===== src/rtl/btn_debounce_strobe.sv =====
// btn_debounce_strobe: synchronizes and debounces a raw push-button.
// Emits one active-low, single-cycle toggle strobe for each accepted press.
// Also exports the debounced level, a qualification-busy flag and a
// wrapping count of accepted presses.
module btn_debounce_strobe #(
  parameter int SYNC_STAGES     = 2,
  parameter int DEBOUNCE_CYCLES = 16,
  parameter int CNT_W           = 5,
  parameter int PRESS_CNT_W     = 8
) (
  input  logic                   clk,
  input  logic                   areset,
  input  logic                   btn_raw,
  output logic                   tog_n,
  output logic                   btn_level,
  output logic                   busy,
  output logic [PRESS_CNT_W-1:0] press_count
);

  // The encoding is 3 bits wide, so some values are unreachable.
  // Any unreachable value falls back to RELEASED.
  typedef enum logic [2:0] {
    RELEASED    = 3'd0,
    PRESS_CHK   = 3'd1,
    HELD        = 3'd2,
    RELEASE_CHK = 3'd3
  } state_e;

  localparam logic [CNT_W-1:0] CNT_MAX = CNT_W'(DEBOUNCE_CYCLES - 1);

  logic [SYNC_STAGES-1:0]  sync_q;
  logic                    btn_s;
  state_e                  state_q, state_d;
  logic [CNT_W-1:0]        cnt_q, cnt_d;
  logic                    cnt_done;
  logic                    accept;
  logic                    tog_q, tog_d;
  logic                    level_q, level_d;
  logic                    busy_q, busy_d;
  logic [PRESS_CNT_W-1:0]  press_q, press_d;

  // Metastability synchronizer chain on the asynchronous button input
  always_ff @(posedge clk or posedge areset) begin
    if (areset) sync_q <= '0;
    else        sync_q <= {sync_q[SYNC_STAGES-2:0], btn_raw};
  end

  assign btn_s    = sync_q[SYNC_STAGES-1];
  assign cnt_done = (cnt_q == CNT_MAX);

  // State, counter and output registers
  always_ff @(posedge clk or posedge areset) begin
    if (areset) begin
      state_q <= RELEASED;
      cnt_q   <= '0;
      tog_q   <= 1'b1;
      level_q <= 1'b0;
      busy_q  <= 1'b0;
      press_q <= '0;
    end else begin
      state_q <= state_d;
      cnt_q   <= cnt_d;
      tog_q   <= tog_d;
      level_q <= level_d;
      busy_q  <= busy_d;
      press_q <= press_d;
    end
  end

  // Next-state and counter logic.
  // A CHK state lasts DEBOUNCE_CYCLES cycles when the input is stable.
  always_comb begin
    state_d = state_q;
    cnt_d   = cnt_q;
    accept  = 1'b0;
    case (state_q)
      RELEASED: begin
        if (btn_s) begin
          state_d = PRESS_CHK;
          cnt_d   = '0;
        end
      end
      PRESS_CHK: begin
        if (!btn_s) begin
          state_d = RELEASED;         // bounce rejected
          cnt_d   = '0;
        end else if (cnt_done) begin
          state_d = HELD;
          cnt_d   = '0;
          accept  = 1'b1;             // only path that produces a strobe
        end else begin
          cnt_d   = cnt_q + 1'b1;
        end
      end
      HELD: begin
        if (!btn_s) begin
          state_d = RELEASE_CHK;
          cnt_d   = '0;
        end
      end
      RELEASE_CHK: begin
        if (btn_s) begin
          state_d = HELD;             // bounce rejected, no new strobe
          cnt_d   = '0;
        end else if (cnt_done) begin
          state_d = RELEASED;
          cnt_d   = '0;
        end else begin
          cnt_d   = cnt_q + 1'b1;
        end
      end
      default: begin
        state_d = RELEASED;
        cnt_d   = '0;
      end
    endcase
  end

  // Output decode from the next state.
  // Registering these keeps every output glitch-free.
  always_comb begin
    tog_d   = ~accept;
    press_d = press_q + PRESS_CNT_W'(accept);
    level_d = (state_d == HELD) || (state_d == RELEASE_CHK);
    busy_d  = (state_d == PRESS_CHK) || (state_d == RELEASE_CHK);
  end

  assign tog_n       = tog_q;
  assign btn_level   = level_q;
  assign busy        = busy_q;
  assign press_count = press_q;

endmodule


===== config.mk =====
export PLATFORM = sky130hd
export DESIGN_NAME = btn_debounce_strobe
export DESIGN_NICKNAME = d
export VERILOG_FILES = /design/src/rtl/btn_debounce_strobe.sv
export SDC_FILE = /design/constraint.sdc
export NUM_CORES = 1
export LEC_CHECK = 0
export ABC_AREA = 1
export CORE_UTILIZATION = 45
export DETAILED_ROUTE_END_ITERATION = 12
export GPL_ROUTABILITY_DRIVEN = 0
export PLACE_DENSITY = 0.68
export SYNTH_ARGS = -nofsm -noshare
export SYNTH_HDL_FRONTEND = slang
export SYNTH_SLANG_ARGS = --single-unit

===== constraint.sdc =====
create_clock -name clk -period 2 [get_ports clk]
set_clock_uncertainty 0.15 [all_clocks]
set_input_delay 0.5 -clock clk [delete_from_list [all_inputs] [get_ports clk]]
set_output_delay 0.5 -clock clk [all_outputs]
set_load 0.05 [all_outputs]

==> run summary <==
The final worst-path cycle share is 0.9291, and the layout cell share with drive strength beyond 1 is 0.2800. From left edge to right edge, the die measures 48.39 um. The count of mapped cells out of synthesis was 105; the number of antenna violations at the first check in global routing was 0. The tools report the number of unique standard cell types used by synthesis as 20. Detailed routing inserted a total of 746 vias. In this design, the largest share of critical-path delay is due to simple AND/OR/NAND/NOR gates.

The worst setup path is launched from a register. The layout-stage area growth over the synthesis result works out to 26.10%. The worst setup path is captured at a register.

The number of nets in the synthesized netlist is 111. The largest total area in the synthesized netlist belongs to dfrtp_1. In this run the clock root is driven by a clkbuf_4.

In the post-synthesis netlist, the biggest area contributors are dfrtp_1 (52%), nand2_1 (10%), nand3_1 (7.8%). After detailed routing, the number of remaining DRC violations is 0. For the aggregate global-route resource usage, the log shows 0.1697. The number of max-slew violations in the final report was 0; the maximum root-to-sink buffer count was 2.

The run gives 0.001125 mm^2 as the post-place instance area. Slowest library cell on the worst path: dfrtp_2. Entering global routing, the biggest net connects 22 pins. Maximum level of the CTS H-tree: 1. The Yosys step of the flow raised 0 warnings. For this run, the detailed router's first-pass iteration total came to 2. By instance count, the cell type seen most on the critical path is ha_4. The flow ran to the end, and the final reports show no timing, DRC or antenna violations. The wire length after detailed routing is 1741 um. The setup TNS came out at 0 ns. Share of the synthesized area in the top cell type: 0.5168. Dividing the detail-routed wire length by the instance count gives 11.45 um.

The run gives 0.002002 mm^2 as the area of the core region. After routing the design area is 0.001221 mm^2. Once detailed placement completed, the half-perimeter wirelength came to 1279 um.

The maximum vdd ir drop is 0.0004258 V, and the post-placement worst setup slack is 0.003962 ns. The first global-routing pass estimated 3015 um of wire. The via count of the first global-routing pass came out at 720.

The count of endpoints failing hold in the final timing report was 0; the area of the die was 0.002342 mm^2. The min-delay analysis places its worst path in the category reg -> reg. At the later pin of the worst-skew pair, clock insertion delay measures 0.30 ns. After synthesis the cells add up to 968.4 um^2. The tools report the residual overflow from global routing as 0. The final core utilization was 0.6100.

Maximum fanout count along the critical path: 5. The tools report the max capacitance violation total as 0. The register bit count reported by yosys came out at 21.

The number of core rows is 16. Leaving out filler cells and counting taps, the final layout contains 152. The number of failing setup endpoints in the final timing report came out at 0. TritonCTS built the clock tree. For the worst setup path, the data required time is 2.05 ns. Number of clock buffers inserted by TritonCTS: 3.

In this run, placement finished with an instance count of 146. Counting the fill cells in the layout gives 192. The share of synthesized area occupied by flip-flops and latches came out at 0.5439. The critical path goes through ha_4 > nand2_2 > inv_2 > nand3_4 > nor2_4 > ha_4 > nand3_2 > nor2_2 > nand2_1 > xnor2_1. The buffering stage count on the worst path with inverters included works out to 1. After clock tree synthesis, the clock-pin slew on the worst setup and hold paths is 0.11 ns.

Measured along the y axis, the die boundary spans 48.39 um. In the final design database the tool counted 132 nets. On the worst path, the slowest cell contributes a delay of 0.43 ns.

Static timing analysis puts the maximum clock frequency at 0.5382 GHz. Summed over all cells, the static leakage comes to 0.6216 nW. The total number of clock tree sinks is 21, and the I/O pin count is 14. The tools report the remaining antenna violation count after routing as 0. The critical path is of the reg -> reg type. The detailed router finished its first iteration with 6 violations. Averaged over all synthesized cells, the footprint is 9.223 um^2. Port buffering added 13 buffers. Across the whole layout, storage elements account for 528.0 um^2. The data arrival time of the critical path is 1.90 ns. Across all setup checks in the final design, the least slack found is 0.1419 ns. The antenna diode count was 0; the starting utilization of the core area was 0.4838. The per-cell via count in the routed design is 4.908, and the cell area power density is 563.6 mW/mm^2. The multi-input combinational cells in the finished layout cover a total of 445.4 um^2. The time the final worst path needs with I/O delays and setup is 1.858 ns.
-- per-stage QoR --
stage,hold slack [ns],power (W)
after global routing,0.2398,0.0007246
after CTS,0.2193,0.0006965
after global placement,0.1828,0.0004935
after detailed placement,0.1928,0.0004954
after floorplan,0.1812,0.0004785
final,0.2157,0.0006883
-- synthesized netlist by cell type --
master,instances
nand2_1,27
dfrtp_1,20
nand3_1,15
inv_1,12
nor2_1,7
ha_1,3
nand4_1,3
xor2_1,3
nand2_2,2
nor2_4,2
xnor2_1,2
conb_1,1
dfstp_2,1
inv_2,1
nand3_2,1
nand3_4,1
nand3b_1,1
nor2_2,1
nor3_1,1
o21ai_0,1
-- layout make-up --
class / count / area share
sequential: 21 / 0.4324
multi-input combinational: 71 / 0.3648
timing repair buffer: 16 / 0.1127
inverter: 13 / 0.03996
tap: 27 / 0.02766
clock buffer: 3 / 0.01844
clock inverter: 1 / 0.004098
-- power by group --
group	switching, W	internal (W)
Clock	0.000123	0.0000745
Sequential	0.00000812	0.000433
Combinational	0.0000331	0.0000168
-- flip-flops by register name (all words and copies together), names as in the netlist --
register and flops:
tog_n 1, btn_level 1, press_count 8, busy 1
state_q 3, sync_q 2, cnt_q 5
-- per-layer routing --
metal / global-route usage / vias to the layer above / part of all wire / routed length (um)
li1: - / 373 / - / -
met1: 0.1946 / 360 / 0.41 / 715
met2: 0.3005 / 9 / 0.54 / 936
met3: 0.03145 / 4 / 0.029 / 50
met4: 0.08824 / 0 / 0.023 / 40
met5: 0 / - / 0 / 0
-- kinds of logic (layout without fill, tap and decap cells) --
kind of cell | Yosys count | count (layout) | share of synthesized area
xor+xnor | 5 | 5 | 0.04523
compound gates | 1 | 1 | 0.005163
fa+ha+maj | 3 | 3 | 0.03876
other cells | 1 | 1 | 0.003872
simple gates | 61 | 61 | 0.3127
flops | 21 | 21 | 0.5439
buf+inv | 13 | 33 | 0.05038
-- placed cells by master, fill, tap and decap left out, drive strengths merged --
cell	netlist	routed
xnor2	2	2
o21ai	1	1
nand4	3	3
conb	1	1
nand2	29	29
clkdlybuf4s50	0	2
ha	3	3
nor3	1	1
inv	13	13
clkbuf	0	3
nor2	10	10
nand3b	1	1
clkinv	0	1
dfrtp	20	20
nand3	17	17
xor2	3	3
dfstp	1	1
buf	0	14
-- worst paths after layout --
check	slack [ns]	start	cells past startpoint	end
max in group asynchronous	1.06	areset	3	tog_n$_DFF_PP1_
max	0.14	cnt_q[1]$_DFFE_PP0P_	10	press_count[5]$_DFF_PP0_
min in group asynchronous	0.37	areset	3	cnt_q[4]$_DFFE_PP0P_
max reg2reg	0.14	cnt_q[1]$_DFFE_PP0P_	10	press_count[5]$_DFF_PP0_
min	0.22	sync_q[0]$_DFF_PP0_	0	sync_q[1]$_DFF_PP0_
min reg2reg	0.22	sync_q[0]$_DFF_PP0_	0	sync_q[1]$_DFF_PP0_
-- timing repair --
item / CTS / global route
pin swaps: 0 / 4
endpoints found under the setup margin: 2 / 4
hold buffers: 0 / 0
resized for setup: 0 / 11
buffers inserted: 1 / 1
(Power assumes the default switching activity.)
